**config.mk**
```make
export PLATFORM = sky130hd
export DESIGN_NAME = piece_dropper_flat
export DESIGN_NICKNAME = d
export VERILOG_FILES = /design/src/rtl/piece_dropper_if.sv /design/src/rtl/piece_dropper.sv /design/src/flat_wrapper.sv
export SDC_FILE = /design/constraint.sdc
export NUM_CORES = 1
export LEC_CHECK = 0
export BUFFER_PORTS_ARGS = -buffer_cell sky130_fd_sc_hd__buf_4
export CELL_PAD_IN_SITES_DETAIL_PLACEMENT = 1
export CELL_PAD_IN_SITES_GLOBAL_PLACEMENT = 2
export CORE_MARGIN = 4
export CORE_UTILIZATION = 33
export CTS_BUF_LIST = sky130_fd_sc_hd__clkbuf_16
export DETAILED_ROUTE_END_ITERATION = 10
export HOLD_SLACK_MARGIN = 0.02
export PLACE_DENSITY_LB_ADDON = 0.1
export SLEW_MARGIN = 10
export SYNTH_ARGS = -nofsm -noshare
export SYNTH_HDL_FRONTEND = slang
export SYNTH_SLANG_ARGS = --single-unit
```
**constraint.sdc**
```tcl
create_clock -name clk -period 4.6 [get_ports clk]
set_input_delay 0.46 -clock clk [delete_from_list [all_inputs] [get_ports clk]]
set_output_delay 0.46 -clock clk [all_outputs]
set_load 0.01 [all_outputs]
```
**src/rtl/piece_dropper_if.sv**
```systemverilog
// -----------------------------------------------------------------------------
// piece_dropper_if
// Bundles the drop request handshake and the win-checker exchange of the
// Connect-4 piece dropper.
//   drop_valid / drop_col   : column drop request from the controller
//   drop_ready              : request accepted when high together with valid
//   drop_done / drop_err    : one-cycle completion / rejection pulses
//   placed_row              : row of the most recently placed piece
//   check_en                : one-cycle strobe to the win checker
//   win_flag / winner_id    : checker result, valid the cycle after check_en
// master = controller/checker side, slave = piece dropper.
// -----------------------------------------------------------------------------
interface piece_dropper_if;
  logic       drop_valid;
  logic [2:0] drop_col;
  logic       drop_ready;
  logic       drop_done;
  logic       drop_err;
  logic [2:0] placed_row;
  logic       check_en;
  logic       win_flag;
  logic [1:0] winner_id;

  modport master (
    output drop_valid, drop_col, win_flag, winner_id,
    input  drop_ready, drop_done, drop_err, placed_row, check_en
  );

  modport slave (
    input  drop_valid, drop_col, win_flag, winner_id,
    output drop_ready, drop_done, drop_err, placed_row, check_en
  );
endinterface

```
**src/rtl/piece_dropper.sv**
```systemverilog
// -----------------------------------------------------------------------------
// piece_dropper
// Owns the Connect-4 board. A column drop is resolved by scanning the column
// bottom-up one cell per cycle; the first empty cell receives the current
// player's piece, the win checker is strobed the following cycle and its
// result is latched the cycle after that.
// Ports:
//   clk, rst          : clock, asynchronous active-high reset
//   clear             : synchronous new-game, same effect as rst
//   bus (slave)       : drop handshake and win-checker exchange
//   board             : cell values, 00 empty, 01/10 player pieces
//   current_player    : player whose move is next
//   game_over, winner : sticky end-of-game status and winning id
//   draw              : sticky, board filled without a win
//   move_count        : number of pieces placed
// -----------------------------------------------------------------------------
module piece_dropper #(
  parameter int         ROWS         = 6,
  parameter int         COLS         = 7,
  parameter logic [1:0] FIRST_PLAYER = 2'b01
) (
  input  logic             clk,
  input  logic             rst,
  input  logic             clear,
  piece_dropper_if.slave   bus,
  output logic [1:0]       board [0:ROWS-1][0:COLS-1],
  output logic [1:0]       current_player,
  output logic             game_over,
  output logic [1:0]       winner,
  output logic             draw,
  output logic [5:0]       move_count
);

  typedef enum logic [2:0] {
    IDLE  = 3'd0,
    SCAN  = 3'd1,
    WRITE = 3'd2,
    CHECK = 3'd3,
    DONE  = 3'd4,
    ERR   = 3'd5
  } state_t;

  localparam logic [2:0] LAST_ROW = 3'(ROWS - 1);
  localparam logic [3:0] COLS_W   = 4'(COLS);
  localparam logic [5:0] CELLS    = 6'(ROWS * COLS);

  state_t     state_r, state_next;
  logic [2:0] ptr_r, ptr_next;
  logic [2:0] col_r, col_next;
  logic       over_next;

  logic [1:0] board_r [0:ROWS-1][0:COLS-1];
  logic [1:0] player_r;
  logic [5:0] count_r;
  logic       over_r;
  logic       draw_r;
  logic [1:0] winner_r;
  logic [2:0] row_r;
  logic       ready_r;
  logic       done_r;
  logic       err_r;
  logic       chk_r;

  // Only the two legal player ids ever alternate.
  function automatic logic [1:0] other_player(input logic [1:0] p);
    return (p == 2'b01) ? 2'b10 : 2'b01;
  endfunction

  // Next-state logic: handshake, bottom-up column scan and end-of-game update.
  always_comb begin
    state_next = state_r;
    ptr_next   = ptr_r;
    col_next   = col_r;
    over_next  = over_r;
    case (state_r)
      IDLE: begin
        if (bus.drop_valid && ready_r) begin
          col_next = bus.drop_col;
          ptr_next = LAST_ROW;
          if ({1'b0, bus.drop_col} >= COLS_W) begin
            state_next = ERR;
          end else begin
            state_next = SCAN;
          end
        end else begin
          state_next = IDLE;
        end
      end
      SCAN: begin
        if (board_r[ptr_r][col_r] == 2'b00) begin
          state_next = WRITE;
        end else if (ptr_r == 3'd0) begin
          state_next = ERR;
        end else begin
          ptr_next = ptr_r - 3'd1;
        end
      end
      WRITE: state_next = CHECK;
      CHECK: state_next = DONE;
      DONE: begin
        state_next = IDLE;
        if (bus.win_flag) begin
          over_next = 1'b1;
        end else if (count_r == CELLS) begin
          over_next = 1'b1;
        end else begin
          over_next = over_r;
        end
      end
      ERR:     state_next = IDLE;
      default: state_next = IDLE;
    endcase
  end

  // State, control registers and pulse outputs; the pulses are registered
  // decodes of the state being entered so they line up with that state.
  always_ff @(posedge clk or posedge rst) begin
    if (rst) begin
      state_r  <= IDLE;
      ptr_r    <= 3'd0;
      col_r    <= 3'd0;
      player_r <= FIRST_PLAYER;
      count_r  <= 6'd0;
      over_r   <= 1'b0;
      draw_r   <= 1'b0;
      winner_r <= 2'b00;
      row_r    <= 3'd0;
      ready_r  <= 1'b1;
      done_r   <= 1'b0;
      err_r    <= 1'b0;
      chk_r    <= 1'b0;
    end else if (clear) begin
      state_r  <= IDLE;
      ptr_r    <= 3'd0;
      col_r    <= 3'd0;
      player_r <= FIRST_PLAYER;
      count_r  <= 6'd0;
      over_r   <= 1'b0;
      draw_r   <= 1'b0;
      winner_r <= 2'b00;
      row_r    <= 3'd0;
      ready_r  <= 1'b1;
      done_r   <= 1'b0;
      err_r    <= 1'b0;
      chk_r    <= 1'b0;
    end else begin
      state_r <= state_next;
      ptr_r   <= ptr_next;
      col_r   <= col_next;
      over_r  <= over_next;
      ready_r <= (state_next == IDLE) && !over_next;
      done_r  <= (state_next == DONE);
      err_r   <= (state_next == ERR);
      chk_r   <= (state_next == CHECK);
      case (state_r)
        WRITE: begin
          row_r    <= ptr_r;
          count_r  <= count_r + 6'd1;
          player_r <= other_player(player_r);
        end
        DONE: begin
          if (bus.win_flag) begin
            winner_r <= bus.winner_id;
          end else if (count_r == CELLS) begin
            draw_r   <= 1'b1;
            winner_r <= 2'b00;
          end else begin
            winner_r <= winner_r;
          end
        end
        default: begin
        end
      endcase
    end
  end

  // Board storage: cleared on rst/clear, one cell written in WRITE.
  always_ff @(posedge clk or posedge rst) begin
    if (rst) begin
      for (int r = 0; r < ROWS; r++) begin
        for (int c = 0; c < COLS; c++) begin
          board_r[r][c] <= 2'b00;
        end
      end
    end else if (clear) begin
      for (int r = 0; r < ROWS; r++) begin
        for (int c = 0; c < COLS; c++) begin
          board_r[r][c] <= 2'b00;
        end
      end
    end else if (state_r == WRITE) begin
      board_r[ptr_r][col_r] <= player_r;
    end else begin
      board_r[0][0] <= board_r[0][0];
    end
  end

  assign board          = board_r;
  assign current_player = player_r;
  assign game_over      = over_r;
  assign winner         = winner_r;
  assign draw           = draw_r;
  assign move_count     = count_r;

  assign bus.drop_ready = ready_r;
  assign bus.drop_done  = done_r;
  assign bus.drop_err   = err_r;
  assign bus.check_en   = chk_r;
  assign bus.placed_row = row_r;

endmodule

```
**src/flat_wrapper.sv**
```systemverilog
// flat-port wrapper written by rule: the top's interface ports become plain ports
module piece_dropper_flat 
#(
  parameter int         ROWS         = 6,
  parameter int         COLS         = 7,
  parameter logic [1:0] FIRST_PLAYER = 2'b01
)
  (clk, rst, clear, board, current_player, game_over, winner, draw, move_count, bus_drop_valid, bus_drop_col, bus_win_flag, bus_winner_id, bus_drop_ready, bus_drop_done, bus_drop_err, bus_placed_row, bus_check_en);
  piece_dropper_if bus_i ();
  input  logic clk;
  input  logic rst;
  input  logic clear;
  output logic [1:0] board[0:ROWS-1][0:COLS-1];
  output logic [1:0] current_player;
  output logic game_over;
  output logic [1:0] winner;
  output logic draw;
  output logic [5:0] move_count;
  input wire logic [$bits(bus_i.drop_valid)-1:0] bus_drop_valid;
  input wire logic [$bits(bus_i.drop_col)-1:0] bus_drop_col;
  input wire logic [$bits(bus_i.win_flag)-1:0] bus_win_flag;
  input wire logic [$bits(bus_i.winner_id)-1:0] bus_winner_id;
  output wire logic [$bits(bus_i.drop_ready)-1:0] bus_drop_ready;
  output wire logic [$bits(bus_i.drop_done)-1:0] bus_drop_done;
  output wire logic [$bits(bus_i.drop_err)-1:0] bus_drop_err;
  output wire logic [$bits(bus_i.placed_row)-1:0] bus_placed_row;
  output wire logic [$bits(bus_i.check_en)-1:0] bus_check_en;
  assign bus_i.drop_valid = bus_drop_valid;
  assign bus_i.drop_col = bus_drop_col;
  assign bus_i.win_flag = bus_win_flag;
  assign bus_i.winner_id = bus_winner_id;
  assign bus_drop_ready = bus_i.drop_ready;
  assign bus_drop_done = bus_i.drop_done;
  assign bus_drop_err = bus_i.drop_err;
  assign bus_placed_row = bus_i.placed_row;
  assign bus_check_en = bus_i.check_en;
  piece_dropper #(.ROWS(ROWS), .COLS(COLS), .FIRST_PLAYER(FIRST_PLAYER)) u_core (.clk(clk), .rst(rst), .clear(clear), .bus(bus_i), .board(board), .current_player(current_player), .game_over(game_over), .winner(winner), .draw(draw), .move_count(move_count));
endmodule
```
### After elaboration in Yosys (flattened, before gate mapping)

Index checks and enable logic that the tools add are counted.

| storage, ports and cells | value |
|---|---|
| input bits | 10 |
| logic and storage cells | 148 |
| register bits after elaboration | 112 |

| operators by class | value |
|---|---|
| magnitude comparators | 5 |
| eq/ne operators | 13 |
| reductions and logical operators | 20 |
| bitwise logic cells | 2 |
| add/sub/neg operators | 2 |
| mux-type cells | 51 |

Operators by type and width:

| operator | count |
|---|---|
| $bwmux W84 | 1 |
| $mux W84 | 1 |
| $mux W82 | 1 |
| $bmux W14 S3 | 1 |
| $demux W14 S3 | 1 |
| $mux W14 | 3 |
| $mux W3 | 14 |
| $mux W2 | 11 |
| $mux W1 | 12 |
| $mux W6 | 2 |
| $pmux W3 S4 | 1 |
| $reduce_bool A2 Y1 | 5 |
| $eq A3 B2 Y1 const B | 3 |
| $eq A3 B3 Y1 const B | 3 |
| $logic_not A3 Y1 | 3 |
| $ge A4 B4 Y1 const B | 2 |
| $lt A4 B1 Y1 const B | 2 |
| $not A3 Y4 | 2 |
| $add A6 B1 Y6 const B | 1 |
| $bmux W2 S3 | 1 |
| $demux W2 S3 | 1 |
| $eq A6 B6 Y1 const B | 1 |
| $ne A3 B3 Y1 const B | 2 |
| $pmux W3 S2 | 1 |
| other kinds (13) | 18 |

### Logic depth before layout (Yosys ltp)

Gate-level depths: netlist (run 1).

| logic depth | value |
|---|---|
| depth after elaboration | 13 |
| mapped depth | 9 |

### Least setup slack after synthesis (run 1)

OpenSTA, ideal clock, no wires.

| path | value |
|---|---|
| path kind | register to register |
| start | reg u_core.board_r (netlist bit u_core.board[78]) |
| end | reg u_core.ptr_r[1] |
| data arrival time | 2.230 ns |
| stages on the path, launching flop included | 8 |
| period minus slack after synthesis | 2.358 ns |
| path buffers | 0 |
| library setup time | 0.128 ns |
| slack | 2.242 ns |
| path through | dfrtp_1 -> or2_1 -> mux4_2 -> a2111oi_2 -> o32ai_1 -> nor4_4 -> nor2_2 -> mux2_1 |

| on the way | value |
|---|---|
| word-level cells in the longest chain between the ends | 9 |

RTL lines:

| what | RTL line | RTL |
|---|---|---|
| from (decl) | piece_dropper.sv:52 | `logic [1:0] board_r [0:ROWS-1][0:COLS-1];` |
| from (signal, indexed assignment) | piece_dropper.sv:192 | `board_r[ptr_r][col_r] <= player_r;` |
| $bmux W14 S3 | piece_dropper.sv:90 | `if (board_r[ptr_r][col_r] == 2'b00) begin` |
| $mux W14 (implied by the code) (2 in a row) | piece_dropper.sv:90 |  |
| $bmux W2 S3 | piece_dropper.sv:90 |  |
| $mux W2 (implied by the code) (2 in a row) | piece_dropper.sv:90 |  |
| $logic_not A2 Y1 | piece_dropper.sv:90 |  |
| $ne A3 B3 Y1 (no line) | -- |  |
| $reduce_and A4 Y1 (no line) | -- |  |
| to (signal assigned) | piece_dropper.sv:148 | `ptr_r <= ptr_next;` |
| to (decl) | piece_dropper.sv:48 | `logic [2:0] ptr_r, ptr_next;` |

Every way passes these cells. The select of a mux whose other input is x is not followed.
A chain may end at the register's enable or synchronous reset.

### Worst setup path after layout (run 1)

| path | value |
|---|---|
| start | reg u_core.ptr_r[1] |
| end | reg u_core.ptr_r[1] |

| on the way | value |
|---|---|
| word-level cells in the longest chain between the ends | 10 |
| elaborated cells on any way between the ends | 17 |
| classes of those cells | add/sub (1); eq/ne (2); mux (10); bitwise (1); reduce/logical (3) |

RTL lines:

| what | RTL line |
|---|---|
| $not A3 Y4 (implied by the code) | piece_dropper.sv:90 |
| $bmux W14 S3 | piece_dropper.sv:90 |
| $mux W14 (implied by the code) (2 in a row) | piece_dropper.sv:90 |
| $bmux W2 S3 | piece_dropper.sv:90 |
| $mux W2 (implied by the code) (2 in a row) | piece_dropper.sv:90 |
| $logic_not A2 Y1 | piece_dropper.sv:90 |
| $ne A3 B3 Y1 (no line) | -- |
| $reduce_and A4 Y1 (no line) | -- |

Several ways; a longest one is shown, not always the timed one. The select of a mux whose other input is x is not followed.

==> results of run 1 <==
worst min-delay path by stage:
stage                     start                to  slack, ns
finish                      rst  u_core.board[32]       0.30
global route                rst  u_core.board[32]       0.36
CTS                         rst  u_core.board[32]       0.32
detailed placement  u_core.draw       u_core.draw       0.50
global placement    u_core.draw       u_core.draw       0.49
floorplan           u_core.draw       u_core.draw       0.53
Yosys cell counts (4+ instances only):
cell      count
clkbuf_1     40
a211oi_1      9
inv_1         7
nor3_1       13
dfrtp_1     110
a21oi_1      89
nand2b_1      9
nand2_1     116
nor3b_1       4
nor2b_1       7
nand3_1      51
nand4_1       4
o21ai_0      38
mux2i_1      19
buf_2         5
ha_1          4
nor2_1       72
logic make-up after synthesis:
family,count (synthesis)
adder cells (fa/ha/maj),4
buffers and inverters,59
XOR/XNOR,5
flip-flops,112
AND/OR/NAND/NOR,297
AO/OA/AOI/OAI,160
multiplexers,21
area by class of cell:
| class | count | area (um2) | area share, % |
|---|---|---|---|
| clock buffers | 9 | 225 | 3.26 |
| well taps | 220 | 275 | 3.98 |
| clock inverters | 7 | 88.8 | 1.29 |
| inverters | 8 | 32.5 | 0.471 |
| multi-input cells | 487 | 2580 | 37.3 |
| repair buffers | 121 | 908 | 13.1 |
| flip-flops and latches | 112 | 2810 | 40.6 |
power by group:
part | switching [mW] | total (mW) | leakage [nW] | internal, mW
Clock | 0.377 | 0.852 | 0.160 | 0.475
Sequential | 0.164 | 1.20 | 1.55 | 1.03
Combinational | 0.407 | 0.626 | 1.30 | 0.219
cells in the final DEF, fill, tap and decap left out, types with 7 or more instances in the layout:
master       n
o21ai_0     38
a211oi_1     9
dfrtp_1    109
a21oi_1     89
buf_4      121
nand3_1     51
nor2_1      72
nor3_1      13
nand2_1    116
nand2b_1     9
mux2i_1     19
nor2b_1      7
clkbuf_16    9
inv_1        8
flip-flops by register name (all words and copies together), names as in the netlist:
signal                 count
u_core.bus.placed_row      3
u_core.board              84
u_core.bus.check_en        1
u_core.draw                1
u_core.bus.drop_ready      1
u_core.current_player      2
u_core.bus.drop_err        1
u_core.move_count          6
u_core.bus.drop_done       1
u_core.state_r             3
u_core.game_over           1
u_core.ptr_r               3
u_core.col_r               3
u_core.winner              2
critical path: stages, from the launching register on:
cell	delay (ns)
dfrtp_1	0.85
and3b_1	0.42
o2bb2ai_1	0.20
a2111oi_2	0.40
o32ai_1	0.18
nor4_4	0.39
nor2_2	0.09
mux2_1	0.33
layer usage:
| layer | part of all wire (%) | global-route usage (%) | vias up |
|---|---|---|---|
| met5 | 0 | 0 | - |
| met4 | 1.5 | 6.03 | 0 |
| met3 | 3.3 | 2.79 | 18 |
| met2 | 47 | 31.3 | 100 |
| met1 | 48 | 28.5 | 2674 |
| li1 | - | - | 2419 |
==> impl_metrics.csv, run 1 <==
group,metric,value,unit
timing,post-route-period-util,64.7,%
timing,hold_violations,0,
critical_path,crit-reg2reg-capture,"u_core.ptr_r[1]",
grt,grt_max_degree,62,
critical_path,crit_path_end,"u_core.ptr_r[1]",
critical_path,reg2reg_from,"u_core.ptr_r[1]",
placement,io_buffers,112,
floorplan,start_util,33.8,%
timing,worst_slack,1.63,ns
logic_synthesis,yosysSeqAreaShare,49.9,%
hold_path,holdCritPathClass,"input port to async pin",
timing,drv_slew,0,
logic_synthesis,synth_edf_count,0,
floorplan,rows,47,
logic_synthesis,async_flop_share,100,%
clocking,clk_latency,0.35,ns
power_and_ir_drop,ir_drop,213,uV
logic_synthesis,synthAdderAreaFrac,0.890,%
route,drc,0,
clocking,clockRootBuffer,"clkbuf_16",
power_and_ir_drop,power_leakage,3.01,nW
timing,worst_clock_skew,0.00760,ns
timing,worst_slew_pin_slew,1.14,ns
layout,syn_to_final_growth,22.9,%
route,wl_per_cell,20.1,um
logic_synthesis,syn_area,5620,um2
logic_synthesis,synth_area_leaders,"dfrtp_1 (49%), a21oi_1 (7.9%), nand2_1 (7.7%)",
grt,grt.total_usage,19.9,%
logic_synthesis,synth-main-ff-cell,"dfrtp_1",
logic_synthesis,syn-num-nets,672,
critical_path,end_kind,"register",
logic_synthesis,synthMuxAreaShare,3.98,%
grt,grt_antenna_before_repair,0,
critical_path,r2r_slack,1.63,ns
critical_path,worstSetupStartpointType,"register",
floorplan,die-area,19200,um2
job,cap_violations,0,
clocking,h-tree-depth,3,
outcome,status,"finished clean",
placement,dpl.hpwl,13.6,mm
grt,grt_pass1_vias,5428,
clocking,cts_buffer_depth,2,
route,routed-via-count,5211,
clocking,cts_buffers,9,
placement,dpl-instance-area,6600,um2
critical_path,worstPathMaxFanout,22,
critical_path,required,4.83,ns
power_and_ir_drop,power,2.67,mW
timing,hold_slack,0.299,ns
placement,dpl_worst_slack,1.66,ns
clocking,cts_num_sinks,112,
clocking,cts_tree,"done",
timing,setup-violations-final,0,
layout,final_cell_area,6910,um2
logic_synthesis,synth_top_area_cell,"dfrtp_1",
route,drtIter0Drc,308,
logic_synthesis,yosys.area_share.simple,23.9,%
logic_synthesis,synth_top_family_by_area,"simple AND/OR/NAND/NOR gates",
route,first_pass_iters,4,
floorplan,die_x,139,um
critical_path,worstSetupPathType,"register to register",
logic_synthesis,syn_inst,658,
timing,setup_tns,0,ns
timing,rsz0062_at_grt,"no",
floorplan,core,16600,um2
layout,layout-drive-gt1-share,20.2,%
critical_path,worstRegToRegCells,7,
clocking,post-cts-setup-buffer-count,0,
route,drt.antenna.violating_nets,0,
logic_synthesis,synth_top_cell_area_share,48.9,%
critical_path,cp.arrival,3.21,ns
logic_synthesis,synth_compound_area_share,16.2,%
layout,nFillCells,1968,
timing,slew_headroom,23.7,%
timing,period_needed,2.97,ns
layout,diodes,0,
clocking,ctsHoldBuffers,0,
clocking,clk_pin_slew,0.07,ns
logic_synthesis,synth-xor-area-share,0.779,%
critical_path,crit_start,"u_core.ptr_r[1]",
placement,dp_cells,948,
logic_synthesis,avgSynthCellArea,8.55,um2
route,finalWirelength,19.4,mm
route,vias_per_cell,5.41,
clocking,cts-resized-gates,0,
layout,layout.nets,753,
power_and_ir_drop,pwr_density_cell,387,nW/um2
logic_synthesis,yosysWarnings,0,
logic_synthesis,ys_types,51,
layout,layout.cells.non_filler,964,
grt,overflow,0,
floorplan,io_pins,113,
placement,gp_congestion,0.796,
logic_synthesis,synth.ff_latch_count,112,
floorplan,dieHeight,139,um
layout,finish.utilization,41.5,%
grt,grt_pass1_wl,30.7,mm
timing,max_freq,0.336,GHz
No activity file was read; power rests on OpenSTA's default activity.
==> run 2: changes to the inputs <==
Clock period 4.6 ns to 2.9 ns, I/O delays scaled along.
==> impl_metrics.csv, run 2 (synthesis results as in run 1) <==
group,metric,value,unit
route,drtIter0Drc,290,
layout,diodes,0,
layout,syn_to_final_growth,25.5,%
grt,overflow,0,
clocking,clk_pin_slew,0.07,ns
placement,dpl.hpwl,14.3,mm
route,wl_per_cell,20.0,um
placement,io_buffers,112,
layout,layout.nets,773,
route,drc,0,
timing,setup-violations-final,0,
route,finalWirelength,19.7,mm
critical_path,required,3.15,ns
timing,hold_violations,0,
layout,final_cell_area,7060,um2
grt,grt_pass1_wl,31.6,mm
timing,post-route-period-util,94.1,%
critical_path,r2r_slack,0.17,ns
grt,grt.total_usage,20.4,%
layout,final_common_cell,"buf_4",
route,first_pass_iters,5,
timing,max_freq,0.366,GHz
outcome,status,"finished clean",
floorplan,io_pins,113,
grt,grt_pass1_vias,5611,
route,vias_per_cell,5.39,
power_and_ir_drop,p_int,2.72,mW
power_and_ir_drop,ir_drop,330,uV
clocking,cts_tree,"done",
timing,period_needed,2.73,ns
layout,layout-drive-gt1-share,21.7,%
timing,slew_headroom,45.8,%
floorplan,die-area,19200,um2
power_and_ir_drop,swShare,35.7,%
timing,drv_slew,0,
power_and_ir_drop,power_leakage,3.10,nW
critical_path,worstSetupPathType,"register to register",
floorplan,dieHeight,139,um
power_and_ir_drop,p_switching,1.51,mW
grt,grt_max_degree,53,
floorplan,start_util,33.8,%
placement,gp_congestion,0.832,
power_and_ir_drop,pwr_density_cell,599,nW/um2
clocking,clk_latency,0.36,ns
clocking,cts_num_sinks,112,
route,drt.antenna.violating_nets,0,
layout,finish.utilization,42.4,%
timing,worst_slew_pin_slew,0.811,ns
layout,largest_reg_flops,84,
power_and_ir_drop,power_frac_seq,42.5,%
power_and_ir_drop,pwr-share-clk,29.1,%
critical_path,end_kind,"register",
power_and_ir_drop,p_comb_share,28.4,%
critical_path,cp.arrival,2.98,ns
route,routed-via-count,5303,
critical_path,worstSetupStartpointType,"register",
job,cap_violations,0,
timing,worst_clock_skew,0.00783,ns
floorplan,core,16600,um2
timing,rsz0062_at_grt,"no",
hold_path,holdCritPathClass,"input port to register",
floorplan,die_x,139,um
clocking,cts_buffers,9,
grt,grt_antenna_before_repair,0,
critical_path,worstPathMaxFanout,11,
timing,setup_tns,0,ns
placement,dpl-instance-area,6770,um2
floorplan,rows,47,
clocking,cts_buffer_depth,2,
clocking,clockRootBuffer,"clkbuf_16",
layout,final_cell_mix,"buf_4 (138), nand2_1 (116), dfrtp_1 (110), a21oi_1 (89), nor2_1 (72)",
clocking,h-tree-depth,3,
layout,nFillCells,1975,
-- run 2: changes by cell type in the layout (fill, tap and decap cells not counted) --
cell and delta:
buf_4 +17, clkinv_1 +3, buf_12 +2, clkinv_4 -2, bufinv_16 -1, clkinv_2 +1
clkinvlp_4 +1, dfrtp_1 +1, dfrtp_2 -1, dlygate4sd3_1 +1, inv_1 -1, inv_4 -1
-- run 2: worst max-delay path: stages (launching register included) --
cell	delay, ns
dfrtp_1	0.51
buf_4	0.25
buf_4	0.17
nor3_1	0.06
a211oi_1	0.31
a211oi_1	0.11
a2111oi_2	0.49
nor4_4	0.15
o31a_1	0.30
a311oi_1	0.27
-- run 2: through the flow --
stage               std cells  hold slack (ns)  total power [mW]  setup slack [ns]
floorplan                 658            0.439              2.56             0.542
global placement          967            0.379              3.00             0.391
detailed placement        967            0.395              3.03             0.199
CTS                       984            0.181              4.27             0.180
global route              984            0.211              4.46            0.0635
finish                    984            0.189              4.23             0.171
-- run 2: layer usage --
metal | vias up | share of wire [%] | track usage [%] | wire (um)
li1 | 2470 | - | - | -
met5 | - | 0 | 0 | 0
met3 | 15 | 3.7 | 2.97 | 732
met1 | 2702 | 48 | 29.1 | 9380
met4 | 0 | 1.2 | 5.82 | 233
met2 | 116 | 48 | 32.2 | 9370
-- run 2: timing repair --
action                    in CTS  in global routing
hold buffers                   1                  0
setup buffers                  0                  0
resized for setup              0                  0
hold endpoints to repair      22                  0
-- run 2: final timing paths --
kind / startpoint / end / cells past startpoint
worst max-delay path: u_core.ptr_r[0] / u_core.ptr_r[2] / 9
worst min-delay path: bus_drop_col[0] / u_core.col_r[0] / 3
worst max register to register: u_core.ptr_r[0] / u_core.ptr_r[2] / 9
worst min register to register: u_core.draw / u_core.draw / 2
max in group asynchronous: rst / u_core.current_player[0] / 4
min in group asynchronous: rst / u_core.board[37] / 3
-- run 2: final cells by class --
class | count | area, um2 | area share (%)
flip-flops and latches | 112 | 2810 | 39.8
multi-input cells | 487 | 2580 | 36.5
repair buffers | 141 | 1090 | 15.4
well taps | 220 | 275 | 3.90
clock buffers | 9 | 225 | 3.19
clock inverters | 7 | 53.8 | 0.763
inverters | 8 | 33.8 | 0.479
-- run 2: power by group through the flow --
stage | Clock (mW) | Sequential (mW) | Combinational, mW
floorplan | 0 | 1.74 | 0.816
global placement | 0 | 1.82 | 1.18
detailed placement | 0 | 1.82 | 1.21
CTS | 1.27 | 1.79 | 1.21
global route | 1.33 | 1.81 | 1.32
finish | 1.23 | 1.79 | 1.20
==> run 3: changes to the inputs <==
Settings changed: CORE_MARGIN 4 to 8.
==> impl_metrics.csv, run 3 (synthesis results as in run 1) <==
group,metric,value,unit
clocking,clk_pin_slew,0.08,ns
clocking,post-cts-setup-buffer-count,0,
route,wl_per_cell,20.4,um
critical_path,crit-reg2reg-capture,"u_core.ptr_r[2]",
layout,syn_to_final_growth,25.2,%
timing,drv_slew,0,
route,finalWirelength,20.0,mm
critical_path,worstSetupPathType,"register to register",
timing,worst_clock_skew,0.00983,ns
critical_path,end_kind,"register",
critical_path,worstPathMaxFanout,12,
clocking,clk_latency,0.36,ns
power_and_ir_drop,power_leakage,3.08,nW
timing,worst_slew_pin_slew,0.799,ns
timing,slew_headroom,46.5,%
outcome,status,"finished clean",
grt,grt_pass1_wl,31.8,mm
critical_path,required,3.16,ns
route,drc,0,
grt,grt.total_usage,18.5,%
layout,diodes,0,
critical_path,cp.arrival,2.92,ns
power_and_ir_drop,ir_drop,307,uV
grt,grt_pass1_vias,5510,
critical_path,reg2reg_from,"u_core.ptr_r[1]",
critical_path,r2r_slack,0.24,ns
placement,dpl.hpwl,14.4,mm
placement,gp_congestion,0.816,
route,routed-via-count,5258,
floorplan,dieHeight,147,um
layout,final_common_cell,"buf_4",
power_and_ir_drop,pwr-share-clk,30.4,%
timing,setup_tns,0,ns
layout,seqCellArea,2810,um2
clocking,cts_tree,"done",
route,vias_per_cell,5.37,
clocking,clockRootBuffer,"clkbuf_16",
grt,grt_max_degree,62,
clocking,cts_buffer_depth,2,
grt,overflow,0,
job,cap_violations,0,
critical_path,worstSetupStartpointType,"register",
clocking,cts_num_sinks,112,
floorplan,core,16600,um2
floorplan,die-area,21500,um2
placement,io_buffers,112,
grt,grt_antenna_before_repair,0,
timing,rsz0062_at_grt,"no",
floorplan,start_util,33.8,%
power_and_ir_drop,p_comb_share,27.4,%
power_and_ir_drop,power_frac_seq,42.2,%
timing,setup-violations-final,0,
critical_path,worstRegToRegCells,7,
timing,worst_slack,0.242,ns
timing,max_freq,0.376,GHz
hold_path,min_path_cells,3,
hold_path,min-delay-start,"bus_drop_col[0]",
floorplan,die_x,147,um
floorplan,io_pins,113,
layout,final_cell_mix,"buf_4 (133), nand2_1 (116), dfrtp_1 (109), a21oi_1 (89), nor2_1 (72)",
power_and_ir_drop,swShare,36.1,%
layout,multi_input_area,2580,um2
floorplan,rows,47,
clocking,cts_buffers,9,
route,first_pass_iters,5,
clocking,h-tree-depth,3,
hold_path,whs_endpoint,"u_core.col_r[0]",
timing,hold_violations,0,
hold_path,holdCritPathClass,"input port to register",
power_and_ir_drop,p_int,2.71,mW
placement,dpl_worst_slack,0.176,ns
route,drt.antenna.violating_nets,0,
route,drtIter0Drc,233,
layout,largest_reg_flops,84,
power_and_ir_drop,pwr_density_cell,603,nW/um2
power_and_ir_drop,p_switching,1.53,mW
layout,layout.nets,768,
layout,layout-drive-gt1-share,21.9,%
layout,nFillCells,1955,
timing,period_needed,2.66,ns
timing,post-route-period-util,91.7,%
-- run 3: changes by cell type in the layout (fill, tap and decap cells not counted), sizes merged --
cell,before,now
clkinvlp,1,2
buf,140,135
inv,8,7
-- run 3: what timing repair did --
item	CTS	global route
gates resized for setup	0	2
endpoints found under the hold margin	8	0
setup endpoints to repair	0	2
hold buffers	1	0
-- run 3: worst max-delay path by stage --
stage,endpoint,slack (ns),from,cells past startpoint
after floorplan,u_core.ptr_r[1],0.54,u_core.board[78],7
after global placement,u_core.ptr_r[1],0.30,u_core.ptr_r[2],7
after detailed placement,u_core.ptr_r[2],0.18,u_core.ptr_r[2],8
after CTS,u_core.ptr_r[2],0.17,u_core.ptr_r[2],8
after global routing,u_core.ptr_r[2],0.02,u_core.ptr_r[1],7
final,u_core.ptr_r[2],0.24,u_core.ptr_r[1],7
-- run 3: per-stage QoR --
step	cells	utilization (%)	hold slack (ns)	total power [mW]	instance area, um2
after floorplan	658	-	0.439	2.56	5630
final	979	42.3	0.195	4.24	7040
after global placement	962	40.4	0.252	2.95	6730
after detailed placement	962	40.4	0.256	2.99	6730
after CTS	979	42.3	0.194	4.28	7040
after global routing	979	42.3	0.198	4.47	7040
-- run 3: power by group through the flow --
stage | clock network [mW] | logic (mW) | registers (mW)
after floorplan | 0 | 0.816 | 1.74
after global placement | 0 | 1.14 | 1.81
after detailed placement | 0 | 1.17 | 1.82
after CTS | 1.31 | 1.18 | 1.79
after global routing | 1.37 | 1.29 | 1.80
final | 1.29 | 1.16 | 1.79
-- run 3: routing by layer --
layer / wire (um) / GRT usage (%)
met1: 9440 / 24.9
met2: 9490 / 29.8
met3: 765 / 3.28
met4: 260 / 5.51
met5: 0 / 0
-- run 3: critical path, stage by stage, from the launching register on --
cell       delay [ns]
dfrtp_1          0.63
nand2b_1         0.26
a211oi_1         0.38
a2111oi_1        0.12
a2111oi_2        0.47
nor4_4           0.14
o31a_1           0.31
a311oi_1         0.25
-- run 3: layout make-up --
| class | count | share of cell area (%) |
|---|---|---|
| inverter | 8 | 0.480 |
| timing repair buffer | 136 | 14.9 |
| multi-input combinational | 487 | 36.6 |
| sequential | 112 | 39.9 |
| tap | 220 | 3.91 |
| clock inverter | 7 | 1.03 |
| clock buffer | 9 | 3.20 |
